## src/rtl/jtag_tap_oversampled.sv

```systemverilog
// ============================================================================
//  Module      : jtag_tap_oversampled
//  Description : IEEE 1149.1 TAP controller with the JTAG pins oversampled
//                into the system clock domain. Nothing here is clocked by tck.
//                Implements the IR plus IDCODE, BYPASS and one USER data
//                register, with capture/update strobes toward debug logic.
//  Options     : JTAG_TAP_TRST_EN adds a synchronised trst_n input that
//                holds the TAP in Test-Logic-Reset while it is low.
//  Revision    : 1.0 - initial release
// ============================================================================
`default_nettype none

module jtag_tap_oversampled #(
    parameter int                  IR_WIDTH    = 5,
    parameter logic [31:0]         IDCODE_VAL  = 32'h1000_0A6F,
    parameter int                  USER_WIDTH  = 32,
    parameter int                  SYNC_STAGES = 2,
    parameter logic [IR_WIDTH-1:0] USER_INSTR  = 5'h10
) (
    input  logic                  clkin,
    input  logic                  rst_n,
    input  logic                  tck,
    input  logic                  tms,
    input  logic                  tdi,
`ifdef JTAG_TAP_TRST_EN
    input  logic                  trst_n,
`endif
    output logic                  tdo,
    output logic [3:0]            tap_state,
    output logic [IR_WIDTH-1:0]   ir_value,
    output logic                  user_capture,
    input  logic [USER_WIDTH-1:0] user_capture_data,
    output logic                  user_update,
    output logic [USER_WIDTH-1:0] user_update_data
);

    // IDCODE opcode, also the instruction loaded in Test-Logic-Reset
    localparam logic [IR_WIDTH-1:0] c_IDCODE_OP  = {{(IR_WIDTH-1){1'b0}}, 1'b1};
    // Fixed pattern the IR captures so a scan chain can be sized/verified
    localparam logic [IR_WIDTH-1:0] c_IR_CAPTURE = {{(IR_WIDTH-2){1'b0}}, 2'b01};

    typedef enum logic [3:0] {
        ST_TLR   = 4'd0,  ST_RTI   = 4'd1,  ST_SELDR = 4'd2,  ST_CAPDR = 4'd3,
        ST_SHDR  = 4'd4,  ST_EX1DR = 4'd5,  ST_PAUDR = 4'd6,  ST_EX2DR = 4'd7,
        ST_UPDDR = 4'd8,  ST_SELIR = 4'd9,  ST_CAPIR = 4'd10, ST_SHIR  = 4'd11,
        ST_EX1IR = 4'd12, ST_PAUIR = 4'd13, ST_EX2IR = 4'd14, ST_UPDIR = 4'd15
    } tap_state_t;

    logic [SYNC_STAGES-1:0] r_tck_sync;
    logic [SYNC_STAGES-1:0] r_tms_sync;
    logic [SYNC_STAGES-1:0] r_tdi_sync;
    logic                   r_tck_prev;
    logic                   w_tck_s;
    logic                   w_tms_s;
    logic                   w_tdi_s;
    logic                   w_rise;
    logic                   w_fall;
    logic                   w_trst_active;

    tap_state_t             r_state;
    tap_state_t             w_state_next;

    logic [IR_WIDTH-1:0]    r_ir_shift;
    logic [31:0]            r_idcode_shift;
    logic [USER_WIDTH-1:0]  r_user_shift;
    logic                   r_bypass;
    logic                   w_sel_idcode;
    logic                   w_sel_user;
    logic                   w_dr_lsb;

    // Pin synchronisers; tms/tdi use the same depth as tck so they stay aligned
    always_ff @(posedge clkin or negedge rst_n) begin
        if (!rst_n) begin
            r_tck_sync <= '0;
            r_tms_sync <= '0;
            r_tdi_sync <= '0;
            r_tck_prev <= 1'b0;
        end else begin
            r_tck_sync <= {r_tck_sync[SYNC_STAGES-2:0], tck};
            r_tms_sync <= {r_tms_sync[SYNC_STAGES-2:0], tms};
            r_tdi_sync <= {r_tdi_sync[SYNC_STAGES-2:0], tdi};
            r_tck_prev <= r_tck_sync[SYNC_STAGES-1];
        end
    end

    assign w_tck_s = r_tck_sync[SYNC_STAGES-1];
    assign w_tms_s = r_tms_sync[SYNC_STAGES-1];
    assign w_tdi_s = r_tdi_sync[SYNC_STAGES-1];
    assign w_rise  =  w_tck_s & ~r_tck_prev;
    assign w_fall  = ~w_tck_s &  r_tck_prev;

`ifdef JTAG_TAP_TRST_EN
    logic [SYNC_STAGES-1:0] r_trst_sync;

    // trst_n synchroniser; resets low so the TAP stays held until it propagates
    always_ff @(posedge clkin or negedge rst_n) begin
        if (!rst_n) begin
            r_trst_sync <= '0;
        end else begin
            r_trst_sync <= {r_trst_sync[SYNC_STAGES-2:0], trst_n};
        end
    end

    assign w_trst_active = ~r_trst_sync[SYNC_STAGES-1];
`else
    assign w_trst_active = 1'b0;
`endif

    // DR selection from the active instruction; unknown opcodes fall to BYPASS
    assign w_sel_idcode = (ir_value == c_IDCODE_OP);
    assign w_sel_user   = (ir_value == USER_INSTR) && !w_sel_idcode;
    assign w_dr_lsb     = w_sel_idcode ? r_idcode_shift[0] :
                          w_sel_user   ? r_user_shift[0]   : r_bypass;

    // TAP state register
    always_ff @(posedge clkin or negedge rst_n) begin
        if (!rst_n) begin
            r_state <= ST_TLR;
        end else if (w_trst_active) begin
            r_state <= ST_TLR;
        end else begin
            r_state <= w_state_next;
        end
    end

    // Standard 1149.1 transition graph, advanced only on a recognised tck rise
    always_comb begin
        w_state_next = r_state;
        if (w_rise) begin
            case (r_state)
                ST_TLR:   w_state_next = w_tms_s ? ST_TLR   : ST_RTI;
                ST_RTI:   w_state_next = w_tms_s ? ST_SELDR : ST_RTI;
                ST_SELDR: w_state_next = w_tms_s ? ST_SELIR : ST_CAPDR;
                ST_CAPDR: w_state_next = w_tms_s ? ST_EX1DR : ST_SHDR;
                ST_SHDR:  w_state_next = w_tms_s ? ST_EX1DR : ST_SHDR;
                ST_EX1DR: w_state_next = w_tms_s ? ST_UPDDR : ST_PAUDR;
                ST_PAUDR: w_state_next = w_tms_s ? ST_EX2DR : ST_PAUDR;
                ST_EX2DR: w_state_next = w_tms_s ? ST_UPDDR : ST_SHDR;
                ST_UPDDR: w_state_next = w_tms_s ? ST_SELDR : ST_RTI;
                ST_SELIR: w_state_next = w_tms_s ? ST_TLR   : ST_CAPIR;
                ST_CAPIR: w_state_next = w_tms_s ? ST_EX1IR : ST_SHIR;
                ST_SHIR:  w_state_next = w_tms_s ? ST_EX1IR : ST_SHIR;
                ST_EX1IR: w_state_next = w_tms_s ? ST_UPDIR : ST_PAUIR;
                ST_PAUIR: w_state_next = w_tms_s ? ST_EX2IR : ST_PAUIR;
                ST_EX2IR: w_state_next = w_tms_s ? ST_UPDIR : ST_SHIR;
                ST_UPDIR: w_state_next = w_tms_s ? ST_SELDR : ST_RTI;
                default:  w_state_next = ST_TLR;
            endcase
        end
    end

    assign tap_state = r_state;

    // Capture and shift on tck rise, keyed on the state before the transition
    always_ff @(posedge clkin or negedge rst_n) begin
        if (!rst_n) begin
            r_ir_shift     <= '0;
            r_idcode_shift <= '0;
            r_user_shift   <= '0;
            r_bypass       <= 1'b0;
        end else if (w_rise) begin
            case (r_state)
                ST_CAPIR: r_ir_shift <= c_IR_CAPTURE;
                ST_SHIR:  r_ir_shift <= {w_tdi_s, r_ir_shift[IR_WIDTH-1:1]};
                ST_CAPDR: begin
                    if (w_sel_idcode)    r_idcode_shift <= IDCODE_VAL;
                    else if (w_sel_user) r_user_shift   <= user_capture_data;
                    else                 r_bypass       <= 1'b0;
                end
                ST_SHDR: begin
                    if (w_sel_idcode)    r_idcode_shift <= {w_tdi_s, r_idcode_shift[31:1]};
                    else if (w_sel_user) r_user_shift   <= {w_tdi_s, r_user_shift[USER_WIDTH-1:1]};
                    else                 r_bypass       <= w_tdi_s;
                end
                default: ;
            endcase
        end
    end

    // One-clkin capture strobe toward the USER register consumer
    always_ff @(posedge clkin or negedge rst_n) begin
        if (!rst_n) begin
            user_capture <= 1'b0;
        end else begin
            user_capture <= w_rise && !w_trst_active && (r_state == ST_CAPDR) && w_sel_user;
        end
    end

    // Falling-edge work: drive tdo, commit IR and USER updates
    always_ff @(posedge clkin or negedge rst_n) begin
        if (!rst_n) begin
            tdo              <= 1'b0;
            ir_value         <= c_IDCODE_OP;
            user_update      <= 1'b0;
            user_update_data <= '0;
        end else begin
            user_update <= 1'b0;
            if (w_trst_active) begin
                ir_value <= c_IDCODE_OP;
            end else if (w_fall) begin
                case (r_state)
                    ST_SHIR:  tdo <= r_ir_shift[0];
                    ST_SHDR:  tdo <= w_dr_lsb;
                    ST_UPDIR: ir_value <= r_ir_shift;
                    ST_TLR:   ir_value <= c_IDCODE_OP;
                    ST_UPDDR: begin
                        if (w_sel_user) begin
                            user_update_data <= r_user_shift;
                            user_update      <= 1'b1;
                        end
                    end
                    default: ;
                endcase
            end
        end
    end

endmodule

`default_nettype wire

```

## config.mk

```make
export PLATFORM = sky130hd
export DESIGN_NAME = jtag_tap_oversampled
export DESIGN_NICKNAME = d
export VERILOG_FILES = /design/src/rtl/jtag_tap_oversampled.sv
export SDC_FILE = /design/constraint.sdc
export NUM_CORES = 1
export LEC_CHECK = 0
export CORE_ASPECT_RATIO = 0.8
export CORE_UTILIZATION = 48
export DETAILED_ROUTE_END_ITERATION = 8
export GPL_TIMING_DRIVEN = 0
export HOLD_SLACK_MARGIN = 0.02
export PLACE_DENSITY = 0.75
export SLEW_MARGIN = 20
export SYNTH_ARGS = -nofsm -noshare
export SYNTH_HDL_FRONTEND = slang
export SYNTH_SLANG_ARGS = --single-unit
```

## constraint.sdc

```tcl
create_clock -name clkin -period 1.65 [get_ports clkin]
set_clock_uncertainty 0.2 [all_clocks]
set_input_delay 0.165 -clock clkin [delete_from_list [all_inputs] [get_ports clkin]]
set_output_delay 0.165 -clock clkin [all_outputs]
set_load 0.005 [all_outputs]
```

# Word-level counts from Yosys, hierarchy flattened
# Index checks and enable logic that the tools add are counted.
[totals]
in_bits = 37
reg_bits = 121
out_inout_bits = 44
elab_cells = 96
[classes]
reduce_logical = 19
n_eq_ne = 25
mux = 34
bitwise = 4
[ops]
columns = ["op", "n"]
rows = [
  ["$mux 32", 6],
  ["$pmux 32 s2", 2],
  ["$pmux 4 s12", 1],
  ["$eq 4x4->1 const B", 8],
  ["$pmux 5 s2", 2],
  ["$eq 4x3->1 const B", 4],
  ["$mux 4", 4],
  ["$ne 2x2->1 const B", 8],
  ["$mux 1", 12],
  ["$reduce_and 6->1", 2],
  ["$eq 4x2->1 const B", 2],
  ["$reduce_bool 2->1", 4],
  ["$mux 2", 3],
  ["$mux 3", 2],
  ["$reduce_and 2->1", 3],
  ["$eq 5x1->1 const B", 1],
  ["$eq 5x5->1 const B", 1],
  ["$eq 4x1->1 const B", 1],
  ["$logic_not 4->1", 1],
  ["$pmux 1 s2", 2],
  ["$reduce_and 4->1", 1],
  ["$reduce_or 2->1", 2],
  ["$logic_and 1x1->1", 3],
  ["$reduce_and 3->1", 1],
  ["4 further kinds", 6],
]

# Longest topological paths before layout
[logic_depth]
ltp_word = 6
depth_mapped = 6
ltp_nobuf = 4

# Least setup slack after synthesis
# OpenSTA, ideal clock, no wires.
[synth_timing]
kind = "register to register"
start = "register r_state[3], in the netlist tap_state[3]"
end = "register ir_value[3]"
t_arrival_ps = 1507
path_stages_with_launch = 7
n_path_buf = 2
period_less_slack_ps = 1831
setup_time_ps = 123
path_slack_ps = -181
required_ps = 1327
cell_sequence = "dfrtp_1 buf_2 or4_4 a21o_1 buf_2 nand2_1 o21ai_1"
[synth_via]
elab_chain_cells = 3
word_cells_on_any_way = 5
classes_between = "eq/ne: 1; mux: 1; reduce/logical: 3"
[synth_lines]
columns = ["element", "line", "text"]
rows = [
  ["start: declaration", "60", "tap_state_t r_state;"],
  ["start signal: assignment", "122", "r_state <= w_state_next;"],
  ["$eq 4x4->1 / $logic_not 4->1 (equally long branches)", "201", "case (r_state)"],
  ["$reduce_bool 2->1 (no source line)", "n/a", ""],
  ["$reduce_and 2->1 (no source line)", "n/a", ""],
  ["end signal: assignment", "199", "ir_value <= c_IDCODE_OP;"],
  ["end signal: assignment", "204", "ST_UPDIR: ir_value <= r_ir_shift;"],
  ["end signal: assignment", "205", "ST_TLR: ir_value <= c_IDCODE_OP;"],
  ["end: declaration", "30", "output logic [IR_WIDTH-1:0] ir_value,"],
]
# Several ways; a longest one is shown, not always the timed one.
# A chain may end at the register's enable or synchronous reset.

# Worst setup path in the final report
[layout_timing]
start = "register r_state[0], in the netlist tap_state[0]"
end = "register r_user_shift[12]"
[layout_via]
elab_chain_cells = 3
word_cells_on_any_way = 9
classes_between = "eq/ne: 6; mux: 1; reduce/logical: 2"
[layout_lines]
columns = ["element", "line", "text"]
rows = [
  ["$eq 4x3->1 / $eq 4x2->1 (equally long branches)", "162", "case (r_state)"],
  ["$ne 2x2->1 (no source line) / $reduce_bool 2->1 (equally long branches)", "n/a", ""],
  ["$reduce_and 6->1 (no source line)", "n/a", ""],
  ["end signal: assignment", "167", "else if (w_sel_user) r_user_shift <= user_capture_data;"],
  ["end signal: assignment", "172", "else if (w_sel_user) r_user_shift <= {w_tdi_s, r_user_shift[USER_WIDTH-1:1]};"],
  ["end: declaration", "65", "logic [USER_WIDTH-1:0] r_user_shift;"],
]
# Several ways; a longest one is shown, not always the timed one.

==> out/metrics.yaml <==
final_layout:
  final_nets: 646
  fin_util_pct: 73.1
  layout-drive-gt1-share_pct: 27.1
  multiInputGateArea_mm2: 0.00221
  diodes: 0
  area_growth_syn_to_layout_pct: 46.6
  nFillCells: 674
  register_area_mm2: 0.00303
sta:
  setup_tns_ns: -19.90
  finalCritPeriodShare_pct: 114
  tightest_slew_ns: 0.454
  whs_ns: 0.0394
  slew_headroom_pct: 69.7
  max_freq_mhz: 530
  setup_violations: 108
  final_max_slew_viol_count: 0
  finalWorstPathRequiredPeriod_ns: 1.89
  rsz0062_at_grt: "yes"
  setup_ws_ns: -0.235
  final-hold-violation-count: 0
synthesis:
  synthTopCellsByCount: "120 x dfrtp_1, 107 x nand2_1, 68 x o21ai_0"
  synth-edff-count: 0
  yosysSeqAreaShare_pct: 58.6
  yosysWarnings: 0
  synth_area_mm2: 0.00517
  synth_fp_nets: 511
  avgSynthCellArea_um2: 10.9
  synth_cells: 474
  synth_top_cell_area_share_pct: 58.1
  async_reset_ff_share_pct: 100
  synth_ff_type: "dfrtp_1"
  synth_area_leaders: "dfrtp_1 58%, nand2_1 7.8%, mux2_2 7.4%, o21ai_0 6.6%, mux2i_1 6.0%"
  synth_cell_types: 42
  synth_most_common_cell: "dfrtp_1"
  synth_top_cell_by_area: "dfrtp_1"
  synth_seq_cells: 121
floorplanning:
  rows: 33
  design.die.area_mm2: 0.0112
  num_io_pins: 81
  core-area_mm2: 0.0104
  die_w_um: 118
  die_h_um: 94.8
  initial_core_util_pct: 49.8
route:
  first_iter_violations: 221
  wirelength_um: 13000
  drc: 0
  avgRoutedWirePerCell_um: 17.1
  drtPass1Iterations: 5
  num_vias: 4129
  viasPerCell: 5.43
  detail-route-antenna-nets: 0
clock_network:
  clk_pin_slew_worst_paths_ns: 0.06
  clock-root-buffer: "clkbuf_16"
  clockBufferDepth: 2
  cts_sinks: 121
  cts_tree: "yes"
  clock_latency_ns: 0.41
  cts_max_level: 4
  numCtsBuffers: 17
outcome:
  status: "complete, but fails checks"
  violations: "setup timing"
power:
  ir_worst_vdd_v: 0.00103
  cellLeakagePower_nw: 3.80
  p_per_area_mw_per_mm2: 1390
  total_power_w: 0.0105
global_routing:
  overflow: 0
  globalRouteTotalUtil_pct: 23.7
  grt_pass1_wl_um: 20300
  first_global_vias: 4102
  antenna_found_initial: 0
  grt_max_degree: 74
worst_setup_path:
  worstSetupStartpointType: "flip-flop"
  cp_max_fo: 10
  endpoint_kind: "flip-flop"
  critPathKind: "flip-flop to flip-flop"
  arrival_ns: 2.01
  cpPeakStageDelay_ns: 0.49
  crit_chain: "and3b_2 -> o2111ai_4 -> clkbuf_8 -> nand2_1 -> o21ai_1"
  required_ns: 1.77
  slowest_stage: "dfrtp_2"
min_path:
  min_path_type: "primary input to flip-flop"
place:
  gp_congestion: 0.826
  dp_hpwl_um: 7480
  port_buffers: 80
run:
  cap_violations: 0
logic make-up (layout without fill, tap and decap cells):
group           count (synthesis)  count (layout)  share of synthesized area, %
mux                            65              65                          13.4
compound gates                103             105                          11.2
flops                         121             121                          58.6
simple gates                  151             151                          13.6
buf+inv                        33             178                          2.93
xor+xnor                        1               1                         0.170
critical path, delay by kind of cell, from the launching register on:
kind | cells | cell delay (ns)
flops | 1 | 0.49
compound gates | 2 | 0.45
simple gates | 2 | 0.40
buf+inv | 1 | 0.25
per-layer routing:
| layer | up-vias | wire, µm | global-route usage (%) |
|---|---|---|---|
| met2 | 113 | 6440 | 39.3 |
| met4 | 0 | 190 | 9.29 |
| met5 | - | 0 | 0 |
| met3 | 17 | 724 | 6.22 |
| met1 | 2088 | 5630 | 30.0 |
| li1 | 1911 | - | - |
report_power, final:
part,switching [W],internal (W),leakage [nW],total (W)
logic,0.00149,0.00152,2.02,0.00301
clock network,0.00126,0.00243,0.290,0.00369
registers,0.000411,0.00341,1.49,0.00382
total,0.00315,0.00737,3.80,0.0105
area by class of cell:
type,instances,share of cell area [%]
clock inverter,9,1.62
clock buffer,22,6.13
buffer,30,4.89
inverter,3,0.149
timing repair buffer,114,15.7
multi-input combinational,322,29.1
tap,140,2.31
sequential,121,40.0
path summary, 6_finish.rpt:
path,from,to,slack (ns),depth (start not counted)
max in group asynchronous,rst_n,ir_value[0],0.44,3
worst min register to register,r_tdi_sync[0],r_tdi_sync[1],0.15,0
min in group asynchronous,rst_n,r_idcode_shift[10],0.06,2
worst max register to register,tap_state[0],r_user_shift[12],-0.24,5
worst max-delay path,tap_state[0],r_user_shift[12],-0.24,5
worst min-delay path,tdi,r_tdi_sync[0],0.04,1
placed cells by master, fill, tap and decap left out, drive strengths merged, types with 2 or more instances in the layout:
| cell | Yosys | routed |
|---|---|---|
| dlygate4sd3 | 0 | 3 |
| buf | 14 | 55 |
| dlygate4sd2 | 0 | 12 |
| inv | 3 | 3 |
| nor2b | 8 | 8 |
| and2 | 3 | 3 |
| a21oi | 6 | 6 |
| clkdlybuf4s50 | 0 | 46 |
| nand2b | 3 | 3 |
| and3b | 2 | 2 |
| nand4 | 4 | 4 |
| nand2 | 107 | 107 |
| dfrtp | 120 | 120 |
| nor3b | 2 | 2 |
| nor2 | 14 | 14 |
| o21ai | 80 | 80 |
| mux2 | 34 | 34 |
| clkbuf | 16 | 29 |
| a2bb2oi | 2 | 2 |
| a21boi | 3 | 3 |
| nor3 | 2 | 2 |
| dlymetal6s2s | 0 | 20 |
| bufinv | 0 | 3 |
| clkinv | 0 | 5 |
| a211oi | 2 | 2 |
| mux2i | 31 | 31 |
| o2111ai | 2 | 4 |
what timing repair did:
item | CTS | global route
hold buffers | 3 | 0
pin swaps | 21 | 7
gates resized for setup | 125 | 58
cloned | 4 | 2
setup buffers | 19 | 7
hold endpoints to repair | 122 | 0
setup endpoints to repair | 126 | 135
state kept, by name, summed over array words and instances (netlist names):
name and flops:
user_update 1, user_capture 1, r_tms_sync 2, r_tdi_sync 2
r_user_shift 32, r_ir_shift 5, r_tck_prev 1, user_update_data 32
r_tck_sync 2, r_idcode_shift 32, r_bypass 1, ir_value 5
tdo 1, tap_state 4
through the flow:
step	std cells	instance area, µm²	setup slack [ns]
after detailed placement	695	6270	-0.477
after global placement	694	6240	-4.34
after global routing	761	7570	-0.278
after floorplan	474	5260	-0.116
final	761	7570	-0.235
after CTS	752	7330	-0.183
No activity file was read; power rests on OpenSTA's default activity.
